<file path="config.mk">
export PLATFORM = sky130hd
export DESIGN_NAME = debug_stream_serializer
export DESIGN_NICKNAME = d
export VERILOG_FILES = /design/src/rtl/debug_stream_serializer.sv
export SDC_FILE = /design/constraint.sdc
export NUM_CORES = 1
export LEC_CHECK = 0
export CAP_MARGIN = 20
export CELL_PAD_IN_SITES_DETAIL_PLACEMENT = 2
export CELL_PAD_IN_SITES_GLOBAL_PLACEMENT = 2
export CORE_MARGIN = 3
export CORE_UTILIZATION = 46
export DETAILED_ROUTE_END_ITERATION = 16
export PLACE_DENSITY = 0.89
export SLEW_MARGIN = 20
export SYNTH_ARGS = -nofsm -noshare
export SYNTH_HDL_FRONTEND = slang
export SYNTH_SLANG_ARGS = --single-unit
</file>
<file path="constraint.sdc">
create_clock -name clk -period 3.1 [get_ports clk]
set_input_delay 0.62 -clock clk [delete_from_list [all_inputs] [get_ports clk]]
set_output_delay 0.62 -clock clk [all_outputs]
set_load 0.01 [all_outputs]
</file>
<file path="src/rtl/debug_stream_serializer.sv">
// Buffered MSB-first debug word serializer: FIFO of words, generated bit clock,
// frame strobe, configurable inter-frame gap, valid/ready and sticky overflow.
module debug_stream_serializer #(
  parameter int DATA_WIDTH = 40,
  parameter int FIFO_DEPTH = 4,
  parameter int CLK_DIV    = 4,
  parameter int GAP_BITS   = 2
) (
  input  logic                          clk,
  input  logic                          rst_n,
  input  logic                          data_valid,
  input  logic [DATA_WIDTH-1:0]         data,
  output logic                          data_ready,
  input  logic                          overflow_clr,
  output logic                          overflow,
  output logic [$clog2(FIFO_DEPTH):0]   fifo_level,
  output logic                          busy,
  output logic                          sclk,
  output logic                          sout,
  output logic                          sframe
);

  localparam int LVL_W = $clog2(FIFO_DEPTH) + 1;
  localparam int PTR_W = $clog2(FIFO_DEPTH);
  localparam int DIV_W = (CLK_DIV > 1) ? $clog2(CLK_DIV) : 1;
  localparam int BIT_W = $clog2(DATA_WIDTH + 1);
  localparam int GAP_W = $clog2(GAP_BITS + 1);

  typedef enum logic [1:0] {S_IDLE, S_SHIFT, S_GAP} state_t;

  logic [DIV_W-1:0]      div_cnt;
  logic                  sclk_q;
  logic                  div_last;
  logic                  fall_tick;

  logic [DATA_WIDTH-1:0] mem [FIFO_DEPTH];
  logic [PTR_W-1:0]      wr_ptr;
  logic [PTR_W-1:0]      rd_ptr;
  logic [LVL_W-1:0]      level;
  logic                  full;
  logic                  empty;
  logic                  push;
  logic                  load;
  logic                  shift;
  logic [DATA_WIDTH-1:0] head;
  logic                  ovf_q;

  state_t                state, state_nxt;
  logic [BIT_W-1:0]      bit_cnt, bit_nxt;
  logic [GAP_W-1:0]      gap_cnt, gap_nxt;
  logic                  sout_q, sout_nxt;
  logic                  sframe_q, sframe_nxt;
  logic [DATA_WIDTH-1:0] shreg;

  // Bit clock: sclk toggles at the end of every CLK_DIV-cycle half-period;
  // serial outputs move only on its falling edge so they are stable at the rise.
  assign div_last  = (div_cnt == DIV_W'(CLK_DIV - 1));
  assign fall_tick = div_last && sclk_q;

  always_ff @(posedge clk or negedge rst_n) begin
    if (!rst_n) begin
      div_cnt <= '0;
      sclk_q  <= 1'b0;
    end else if (div_last) begin
      div_cnt <= '0;
      sclk_q  <= ~sclk_q;
    end else begin
      div_cnt <= div_cnt + DIV_W'(1);
    end
  end

  // Word FIFO; ready comes from the registered level, so a pop in the same
  // cycle never opens a slot for a push offered while full.
  assign full       = (level == LVL_W'(FIFO_DEPTH));
  assign empty      = (level == '0);
  assign push       = data_valid && !full;
  assign head       = mem[rd_ptr];
  assign data_ready = !full;
  assign fifo_level = level;

  always_ff @(posedge clk) begin
    if (push) mem[wr_ptr] <= data;
  end

  always_ff @(posedge clk or negedge rst_n) begin
    if (!rst_n) begin
      wr_ptr <= '0;
      rd_ptr <= '0;
      level  <= '0;
    end else begin
      if (push) wr_ptr <= wr_ptr + PTR_W'(1);
      if (load) rd_ptr <= rd_ptr + PTR_W'(1);
      case ({push, load})
        2'b10:   level <= level + LVL_W'(1);
        2'b01:   level <= level - LVL_W'(1);
        default: level <= level;
      endcase
    end
  end

  // Sticky overflow; a new rejected offer beats a simultaneous clear.
  always_ff @(posedge clk or negedge rst_n) begin
    if (!rst_n)                  ovf_q <= 1'b0;
    else if (data_valid && full) ovf_q <= 1'b1;
    else if (overflow_clr)       ovf_q <= 1'b0;
  end
  assign overflow = ovf_q;

  // Frame sequencer state register
  always_ff @(posedge clk or negedge rst_n) begin
    if (!rst_n) begin
      state    <= S_IDLE;
      bit_cnt  <= '0;
      gap_cnt  <= '0;
      sout_q   <= 1'b0;
      sframe_q <= 1'b0;
    end else begin
      state    <= state_nxt;
      bit_cnt  <= bit_nxt;
      gap_cnt  <= gap_nxt;
      sout_q   <= sout_nxt;
      sframe_q <= sframe_nxt;
    end
  end

  always_comb begin
    state_nxt  = state;
    bit_nxt    = bit_cnt;
    gap_nxt    = gap_cnt;
    sout_nxt   = sout_q;
    sframe_nxt = sframe_q;
    load       = 1'b0;
    shift      = 1'b0;
    if (fall_tick) begin
      case (state)
        S_IDLE: begin
          sout_nxt   = 1'b0;
          sframe_nxt = 1'b0;
          if (!empty) load = 1'b1;
        end
        S_SHIFT: begin
          if (bit_cnt == BIT_W'(DATA_WIDTH)) begin
            sout_nxt   = 1'b0;
            sframe_nxt = 1'b0;
            gap_nxt    = '0;
            state_nxt  = S_GAP;
          end else begin
            shift    = 1'b1;
            sout_nxt = shreg[DATA_WIDTH-2];
            bit_nxt  = bit_cnt + BIT_W'(1);
          end
        end
        S_GAP: begin
          sout_nxt   = 1'b0;
          sframe_nxt = 1'b0;
          if (gap_cnt == GAP_W'(GAP_BITS - 1)) begin
            if (!empty) load = 1'b1;
            else        state_nxt = S_IDLE;
          end else begin
            gap_nxt = gap_cnt + GAP_W'(1);
          end
        end
        default: state_nxt = S_IDLE;
      endcase
    end
    // A load drives the MSB immediately and counts it as the first bit sent.
    if (load) begin
      state_nxt  = S_SHIFT;
      sout_nxt   = head[DATA_WIDTH-1];
      sframe_nxt = 1'b1;
      bit_nxt    = BIT_W'(1);
    end
  end

  always_ff @(posedge clk) begin
    if (load)       shreg <= head;
    else if (shift) shreg <= {shreg[DATA_WIDTH-2:0], 1'b0};
  end

  assign sclk   = sclk_q;
  assign sout   = sout_q;
  assign sframe = sframe_q;
  assign busy   = (state != S_IDLE) || !empty;

endmodule

</file>
==> results of run 1 <==
-- logic make-up (layout without fill, tap and decap cells) --
logic type | after synthesis | in the layout | share of synthesized area
AO/OA/AOI/OAI | 16 | 16 | 0.0115
adder cells (fa/ha/maj) | 14 | 14 | 0.0210
XOR/XNOR | 9 | 9 | 0.00905
AND/OR/NAND/NOR | 44 | 44 | 0.0260
flip-flops | 222 | 222 | 0.753
multiplexers | 83 | 83 | 0.160
buffers and inverters | 28 | 122 | 0.0200
-- worst max path at each step --
stage                             start            end  slack [ps]  cells after the start
after floorplan              div_cnt[0]  fifo_level[2]         810                     10
after global placement       data_valid  fifo_level[2]         700                      8
after detailed placement     data_valid  fifo_level[2]         530                      8
after CTS                 fifo_level[0]           busy         350                      3
after global routing      fifo_level[0]           busy         280                      3
final                     fifo_level[0]           busy         390                      3
-- report_power, final --
group	internal [mW]	switching (mW)	total, mW
clock network	1.79	1.16	2.94
logic	0.899	1.02	1.92
registers	3.83	0.237	4.06
-- per-layer routing --
metal	part of all wire	track usage
met2	0.52	0.354
met5	0	0
met3	0.042	0.0326
met1	0.42	0.286
met4	0.023	0.0496
-- layout make-up --
class / instances / share of cell area
Sequential cell: 222 / 0.636
Multi-Input combinational cell: 166 / 0.193
Tap cell: 229 / 0.0278
Clock inverter: 12 / 0.0162
Timing Repair Buffer: 65 / 0.0600
Clock buffer: 32 / 0.0622
Inverter: 13 / 0.00474
-- synth_stat cells, types with 2 or more instances --
cell	n	area, um^2
nor2_1	9	33.8
mux4_2	40	901
and3_1	4	25.0
clkbuf_1	4	15.0
a21oi_1	6	30.0
mux2_2	37	417
ha_1	13	163
o21ai_0	4	20.0
nor3b_1	2	15.0
inv_1	13	48.8
a22o_1	2	17.5
xor2_1	4	35.0
nand4_1	2	12.5
nor3_1	3	15.0
nand3_1	4	20.0
mux2_4	3	45.0
mux2i_1	3	30.0
nand2_1	12	45.0
buf_6	9	101
edfxtp_1	199	5980
or3_1	2	12.5
xnor2_1	5	43.8
dfrtp_1	23	576
-- sequential cells by signal, summed over array words and instances, names as in the netlist --
register    flops
fifo_level      3
wr_ptr          2
overflow        1
bit_cnt         6
div_cnt         2
state           2
sclk            1
gap_cnt         2
rd_ptr          2
mem           160
sout            1
shreg          39
sframe          1
-- critical path, delay by kind of cell (launching register included) --
| kind | cells | cell delay [ps] |
|---|---|---|
| buffers and inverters | 1 | 500 |
| and+or+nand+nor | 2 | 630 |
| DFF | 1 | 450 |
==> reports/results.tsv, run 1 <==
stage	metric	value	unit
run	max-cap-violations	0	
route	drt-initial-drc-count	252	
placement	hpwl	12500	um
placement	gp_congestion	0.686	
placement	pre_cts_ws	533	ps
cells_and_area	final_area	0.0103	mm^2
cts	cts_buffers	24	
die	num_rows	49	
cells_and_area	finalCoreUtilization	0.564	
worst_setup_path	path_cells	nor3_1 > nand2_1 > clkdlybuf4s50_1	
worst_setup_path	crit_path_end_kind	output pin	
synth	yosys_most_used_dff	edfxtp_1	
hold_path	hp-start	div_cnt[0]	
synth	synth_warnings	0	
synth	ys_types	36	
worst_setup_path	required	2480	ps
synth	postSynthAreaPerCell	20.9	um^2
grt	grt_antenna_before_repair	0	
cells_and_area	num-nets-final	550	
synth	syn-cell-area	0.00871	mm^2
sta	layout_setup_ws	394	ps
grt	grt_usage	0.208	
worst_setup_path	reg2reg_from	state[1]	
cts	cts_resized	0	
die	die_h	144	um
cts	clock_sinks	222	
hold_path	whs_endpoint	div_cnt[0]	
cts	htreeDepth	1	
cts	post-cts-setup-buffers	0	
sta	min_period_over_period	0.873	
die	core_region_area	0.0183	mm^2
power_and_ir_drop	leakagePower	3.49	nW
synth	synth_edf_count	199	
cts	clockBufferDepth	3	
sta	hold_ws	432	ps
sta	drv_slew	0	
route	wirelength	20600	um
sta	rsz0062_at_grt	false	
route	final_antenna_net_count	0	
cells_and_area	multi_input_area	0.00199	mm^2
placement	placed_area	0.00949	mm^2
synth	async_reset_ff_frac	0.104	
cts	cts-root-buf	clkbuf_16	
die	io_pins	53	
sta	finalHoldViolCount	0	
grt	grt_pass1_wl	31500	um
cells_and_area	final_common_cell	edfxtp_1	
sta	max_freq	0.369	GHz
hold_path	hold_depth	1	
cells_and_area	diodes	0	
route	routedWlPerCell	27.8	um
die	dieWidth	144	um
sta	tns	0	ps
worst_setup_path	path_max_fanout	5	
cells_and_area	syn2layout_area_growth	18.3	%
placement	io_buffers	52	
sta	fin_crit	2710	ps
route	post-route-drc-count	0	
worst_setup_path	crit_path_start_kind	flop	
synth	synthCells	416	
status	status	complete, no violations	
cells_and_area	nFillCells	1514	
route	avgViaCountPerCell	5.64	
cells_and_area	final_cell_mix	199 x edfxtp_1, 52 x clkdlybuf4s50_1, 40 x mux4_2	
sta	slew_headroom	0.573	
sta	worst_slew_pin_slew	640	ps
worst_setup_path	cp_slowest_cell	nor3_1	
worst_setup_path	worstPathArrival	2090	ps
cts	cts.reportedPaths.clkPinSlew	60	ps
route	num_vias	4166	
worst_setup_path	r2r-end	shreg[18]	
power_and_ir_drop	peakVddDrop	0.000594	V
synth	synth-seq-cells	222	
synth	synthesis.nets	474	
cts	cts_tree	yes	
cells_and_area	layout-drive-gt1-share	0.265	
grt	gr-total-overflow	0	
worst_setup_path	critPathKind	flop to output pin	
sta	finalSetupViolations	0	
route	drtPass1Iterations	4	
die	die-area	0.0206	mm^2
placement	dp_cells	695	
worst_setup_path	rrSetupSlack	630	ps
grt	grt_pass1_vias	4805	
power_and_ir_drop	power	8.93	mW
worst_setup_path	slowest_delay	520	ps
cts	cts_hold_buf	0	
sta	fin_skew	18.8	ps
cells_and_area	finalNonFillerCells	739	
hold_path	hp-class	flop to flop	
cells_and_area	regArea	0.00655	mm^2
synth	ys_seq_area_frac	0.753	
die	start_util	0.477	
power_and_ir_drop	p_per_area	867	mW/mm^2
grt	grt_max_degree	41	
worst_setup_path	ff2ff_path_depth	6	
cts	worstSkewPairLatency	520	ps
(Power assumes the default switching activity.)
==> run 2: changes to the inputs <==
- PLACE_DENSITY: 0.89 -> 0.77
==> run 2 against run 1 <==
Compared with the run above:
- critical path depth did not move
- critical path type unchanged
- clock power decreased by 9.2%
- maximum frequency is 0.14% lower
- final area barely moved
- sequential share of layout area about the same
- largest power group unchanged
- flip-flop and latch count is the same
- die area is the same
- first-iteration DRC count shrank 18%
- power down 2.9%
- worst setup slack worse by 3.8 ps
- critical endpoint unchanged
==> reports/results.tsv, run 2 (synthesis results as in run 1) <==
stage	metric	value	unit	change
status	status	complete, no violations		unchanged
power_and_ir_drop	p_per_area	841	mW/mm^2	was 867 mW/mm^2
cts	cts_resized	0		unchanged
worst_setup_path	cpLargestDelayFamily	simple AND/OR/NAND/NOR gates		unchanged
cts	post-cts-setup-buffers	0		unchanged
power_and_ir_drop	p_sw	2.37	mW	was 2.42 mW
sta	worst_slew_pin_slew	634	ps	was 640 ps
power_and_ir_drop	p_int	6.30	mW	was 6.51 mW
power_and_ir_drop	power	8.67	mW	was 8.93 mW
grt	grt_use_met1	0.261		was 0.286
route	routedWlPerCell	25.1	um	was 27.8 um
grt	use_met2	0.316		was 0.354
sta	slew_headroom	0.577		was 0.573
sta	fin_skew	9.39	ps	was 18.8 ps
sta	min_period_over_period	0.874		was 0.873
cts	cts_buffers	24		unchanged
sta	finalHoldViolCount	0		unchanged
route	wirelength	18600	um	was 20,600 um
route	num_vias	4096		was 4,166
grt	grt_usage	0.187		was 0.208
power_and_ir_drop	leakagePower	3.47	nW	was 3.49 nW
run	max-cap-violations	0		unchanged
cells_and_area	final_common_cell	edfxtp_1		unchanged
cells_and_area	nFillCells	1521		was 1,514
placement	io_buffers	52		unchanged
cells_and_area	layout-drive-gt1-share	0.259		was 0.265
route	drtPass1Iterations	4		unchanged
die	dieWidth	144	um	unchanged
die	io_pins	53		unchanged
die	die_h	144	um	unchanged
cells_and_area	diodes	0		unchanged
worst_setup_path	crit_path_end_kind	output pin		unchanged
worst_setup_path	rrSetupSlack	660	ps	was 630 ps
cts	cts_tree	yes		unchanged
sta	max_freq	0.369	GHz	about the same
sta	finalSetupViolations	0		unchanged
power_and_ir_drop	swShare	0.273		was 0.271
hold_path	hp-class	flop to flop		unchanged
cts	htreeDepth	1		unchanged
die	start_util	0.477		unchanged
cts	cts.reportedPaths.clkPinSlew	60	ps	about the same
cts	clockBufferDepth	3		unchanged
cells_and_area	syn2layout_area_growth	18.4	%	was 18.3%
grt	grt_pass1_vias	4788		was 4,805
worst_setup_path	worstPathArrival	2090	ps	about the same
worst_setup_path	required	2480	ps	about the same
cts	clock_sinks	222		unchanged
sta	fin_crit	2710	ps	about the same
grt	use_met3	0.0256		was 0.0326
grt	grt_max_degree	40		was 41
cts	cts-root-buf	clkbuf_16		unchanged
sta	rsz0062_at_grt	false		unchanged
die	die-area	0.0206	mm^2	unchanged
power_and_ir_drop	p_clk_frac	0.308		was 0.329
die	core_region_area	0.0183	mm^2	unchanged
worst_setup_path	critPathKind	flop to output pin		unchanged
cts	cts_hold_buf	0		unchanged
grt	grt_antenna_before_repair	0		unchanged
worst_setup_path	path_buf_inv	1		unchanged
grt	grt_busiest_layer	met2		unchanged
power_and_ir_drop	comb_power_share	0.216		was 0.215
worst_setup_path	path_cells	nor3_1 > nand2_1 > clkdlybuf4s50_1		unchanged
worst_setup_path	slowest_delay	510	ps	was 520 ps
route	drt-initial-drc-count	206		was 252
route	post-route-drc-count	0		unchanged
cells_and_area	num-nets-final	550		unchanged
power_and_ir_drop	peakVddDrop	0.000509	V	was 0.000594 V
sta	drv_slew	0		unchanged
placement	hpwl	12100	um	was 12,500 um
worst_setup_path	cp_slowest_cell	nor3_1		unchanged
grt	grt_pass1_wl	29000	um	was 31,500 um
cts	worstSkewPairLatency	530	ps	was 520 ps
die	num_rows	49		unchanged
grt	gr-total-overflow	0		unchanged
cells_and_area	largest_registers	mem (160), shreg (39), bit_cnt (6)		unchanged
cells_and_area	largest_register_ffs	160		unchanged
route	final_antenna_net_count	0		unchanged
route	avgViaCountPerCell	5.55		was 5.64
power_and_ir_drop	pwr-share-seq	0.476		was 0.455
cells_and_area	final_cell_mix	199 x edfxtp_1, 52 x clkdlybuf4s50_1, 40 x mux4_2		unchanged
placement	gp_congestion	0.738		was 0.686
worst_setup_path	crit_path_start_kind	flop		unchanged
sta	tns	0	ps	unchanged
cells_and_area	top_register	mem		unchanged
worst_setup_path	path_max_fanout	5		unchanged
## run 2: cell count changes in the layout (fill, tap and decap cells not counted), moves of 2 or more
cell       delta
clkinv_1      +7
buf_12        +6
buf_4         -6
clkbuf_1      -4
bufinv_16     -3
clkinv_2      -2
## run 2: worst register-to-register path, stage by stage (launching register included)
cell and delay [ps]:
dfrtp_1 400, inv_1 120, ha_1 220, nand3_1 130
a31oi_1 480, or2_2 210, buf_4 500
## run 2: power by group through the flow
stage	clock network, mW	registers (mW)	logic, mW
floorplan	0	4.03	1.32
global placement	0	4.12	1.84
detailed placement	0	4.20	1.92
CTS	2.73	4.14	1.93
global route	2.84	4.18	2.07
finish	2.67	4.12	1.88
## run 2: routing by layer
| layer | part of all wire | vias to the layer above |
|---|---|---|
| met5 | 0 | - |
| met1 | 0.44 | 2173 |
| met4 | 0.023 | 0 |
| met3 | 0.031 | 32 |
| li1 | - | 1818 |
| met2 | 0.50 | 73 |
## run 2: final timing paths
kind | startpoint | end | depth (start not counted)
max | fifo_level[0] | busy | 3
min | div_cnt[0] | div_cnt[0] | 1
max reg2reg | state[1] | shreg[5] | 6
min reg2reg | div_cnt[0] | div_cnt[0] | 1
max in group asynchronous | rst_n | rd_ptr[0] | 2
min in group asynchronous | rst_n | gap_cnt[1] | 2
## run 2: final cells by class
type	count	area, um^2	share of cell area
Sequential cell	222	6550	0.636
Clock buffer	28	626	0.0607
Timing Repair Buffer	65	693	0.0672
Tap cell	229	287	0.0278
Clock inverter	15	114	0.0110
Inverter	13	48.8	0.00473
Multi-Input combinational cell	166	1990	0.193
## run 2: stage by stage
stage,setup WS [ps],instance area [um^2],utilization,hold slack (ps),cells
floorplan,812,8710,-,324,416
global placement,721,9570,0.524,413,695
detailed placement,631,9570,0.524,427,695
CTS,329,10300,0.564,436,738
global route,280,10300,0.564,461,738
finish,390,10300,0.564,434,738
==> run 3: changes to the inputs <==
- CORE_UTILIZATION: 46 -> 35
- PLACE_DENSITY: 0.77 -> 0.61
==> run 3 against run 2 <==
Compared with the run above:
- routed wire length down 2.0%
- critical path depth unchanged
- power up 3.1%
- non-clock buffer count down 2
- highest routed layer unchanged
==> reports/results.tsv, run 3 (synthesis results as in run 1) <==
stage	metric	value	unit	change
status	status	complete, no violations		unchanged
hold_path	whs_endpoint	div_cnt[0]		unchanged
worst_setup_path	slowest_delay	540	ps	was 510 ps
worst_setup_path	critPathKind	flop to output pin		unchanged
sta	tns	0	ps	unchanged
placement	gp_congestion	0.701		was 0.738
cells_and_area	final_common_cell	edfxtp_1		unchanged
cells_and_area	finalCoreUtilization	0.430		was 0.564
die	num_rows	57		was 49
cts	clockBufferDepth	3		unchanged
placement	io_buffers	52		unchanged
cells_and_area	syn2layout_area_growth	20.5	%	was 18.4%
cts	cts_resized	0		unchanged
worst_setup_path	crit_path_end_kind	output pin		unchanged
sta	fin_skew	13.7	ps	was 9.39 ps
cts	cts-root-buf	clkbuf_16		unchanged
worst_setup_path	path_cells	nor3_1 > nand2_1 > clkdlybuf4s50_1		unchanged
die	dieWidth	164	um	was 144 um
die	core_region_area	0.0244	mm^2	was 0.0183 mm^2
worst_setup_path	worstPathArrival	2120	ps	was 2090 ps
cells_and_area	top_register	mem		unchanged
route	final_antenna_net_count	0		unchanged
run	max-cap-violations	0		unchanged
sta	worst_slew_pin_slew	633	ps	was 634 ps
cts	cts.reportedPaths.clkPinSlew	60	ps	about the same
route	post-route-drc-count	0		unchanged
cells_and_area	largest_register_ffs	160		unchanged
worst_setup_path	required	2480	ps	about the same
cells_and_area	largest_registers	mem (160), shreg (39), bit_cnt (6)		unchanged
power_and_ir_drop	power	8.94	mW	was 8.67 mW
cells_and_area	final_cell_mix	199 x edfxtp_1, 52 x clkdlybuf4s50_1, 40 x mux4_2		unchanged
cells_and_area	layout-drive-gt1-share	0.272		was 0.259
worst_setup_path	r2r-end	shreg[29]		was shreg[5]
route	wirelength	18200	um	was 18,600 um
cells_and_area	num-nets-final	550		unchanged
worst_setup_path	ff2ff_path_depth	6		unchanged
worst_setup_path	crit_path_start_kind	flop		unchanged
sta	drv_slew	0		unchanged
placement	hpwl	11400	um	was 12,100 um
power_and_ir_drop	leakagePower	3.52	nW	was 3.47 nW
placement	pre_cts_ws	585	ps	was 631 ps
grt	grt_pass1_vias	4824		was 4,788
route	avgViaCountPerCell	4.84		was 5.55
sta	slew_headroom	0.578		was 0.577
sta	fin_crit	2740	ps	was 2710 ps
hold_path	hp-start	div_cnt[0]		unchanged
cts	cts_buffers	26		was 24
cells_and_area	multi_input_area	0.00199	mm^2	unchanged
cts	clock_sinks	222		unchanged
cts	cts_tree	yes		unchanged
sta	layout_setup_ws	358	ps	was 390 ps
cts	cts_hold_buf	0		unchanged
hold_path	hp-class	flop to flop		unchanged
worst_setup_path	reg2reg_from	div_cnt[0]		was state[1]
route	routedWlPerCell	21.8	um	was 25.1 um
die	die_h	164	um	was 144 um
sta	finalSetupViolations	0		unchanged
worst_setup_path	path_max_fanout	5		unchanged
power_and_ir_drop	peakVddDrop	0.000464	V	was 0.000509 V
cells_and_area	regArea	0.00655	mm^2	unchanged
cts	htreeDepth	1		unchanged
die	die-area	0.0268	mm^2	was 0.0206 mm^2
worst_setup_path	cp_slowest_cell	nor3_1		unchanged
sta	rsz0062_at_grt	false		unchanged
sta	finalHoldViolCount	0		unchanged
route	drtPass1Iterations	4		unchanged
hold_path	hold_depth	1		unchanged
die	io_pins	53		unchanged
cts	post-cts-setup-buffers	0		unchanged
grt	grt_antenna_before_repair	0		unchanged
grt	grt_max_degree	40		unchanged
grt	grt_usage	0.142		was 0.187
grt	gr-total-overflow	0		unchanged
cts	worstSkewPairLatency	530	ps	about the same
power_and_ir_drop	p_per_area	852	mW/mm^2	was 841 mW/mm^2
route	drt-initial-drc-count	214		was 206
sta	max_freq	0.365	GHz	was 0.369 GHz
sta	min_period_over_period	0.885		was 0.874
cells_and_area	diodes	0		unchanged
worst_setup_path	rrSetupSlack	760	ps	was 660 ps
grt	grt_pass1_wl	28900	um	was 29,000 um
cells_and_area	nFillCells	2262		was 1,521
die	start_util	0.357		was 0.477
route	num_vias	4043		was 4,096
==> run 3: critical path: cells and delay by family, from the launching register on <==
kind          cells  cell delay, ps
simple gates      2             670
buf+inv           1             500
flops             1             440
==> run 3: metrics by stage <==
stage | hold WS [ps] | std cells | cell area [um^2]
floorplan | 324 | 416 | 8710
global placement | 413 | 788 | 9660
detailed placement | 437 | 788 | 9660
CTS | 446 | 835 | 10500
global route | 462 | 835 | 10500
finish | 440 | 835 | 10500
==> run 3: layer usage <==
| layer | track usage | vias to the layer above | routed length, um |
|---|---|---|---|
| met5 | 0 | - | 0 |
| met4 | 0.0334 | 0 | 364 |
| met3 | 0.0280 | 29 | 792 |
| met2 | 0.249 | 79 | 9340 |
| met1 | 0.182 | 2125 | 7700 |
| li1 | - | 1810 | - |
==> run 3: worst max-delay path by stage <==
stage / end / slack [ps] / startpoint
finish: busy / 360 / fifo_level[0]
global route: busy / 220 / fifo_level[0]
CTS: busy / 300 / fifo_level[0]
detailed placement: fifo_level[2] / 590 / data_valid
global placement: fifo_level[2] / 670 / data_valid
floorplan: fifo_level[2] / 810 / div_cnt[0]
==> run 3: power breakdown <==
| group | leakage (nW) | internal (mW) | switching [mW] | total [mW] |
|---|---|---|---|---|
| Combinational | 1.00 | 0.941 | 0.976 | 1.92 |
| Sequential | 2.10 | 3.82 | 0.253 | 4.08 |
| Clock | 0.411 | 1.78 | 1.17 | 2.95 |
==> run 3: layout make-up <==
| type | count | share of cell area |
|---|---|---|
| clock buffers | 28 | 0.0627 |
| clock inverters | 19 | 0.0167 |
| inverters | 13 | 0.00465 |
| multi-input cells | 166 | 0.189 |
| flip-flops and latches | 222 | 0.625 |
| well taps | 324 | 0.0386 |
| repair buffers | 63 | 0.0634 |
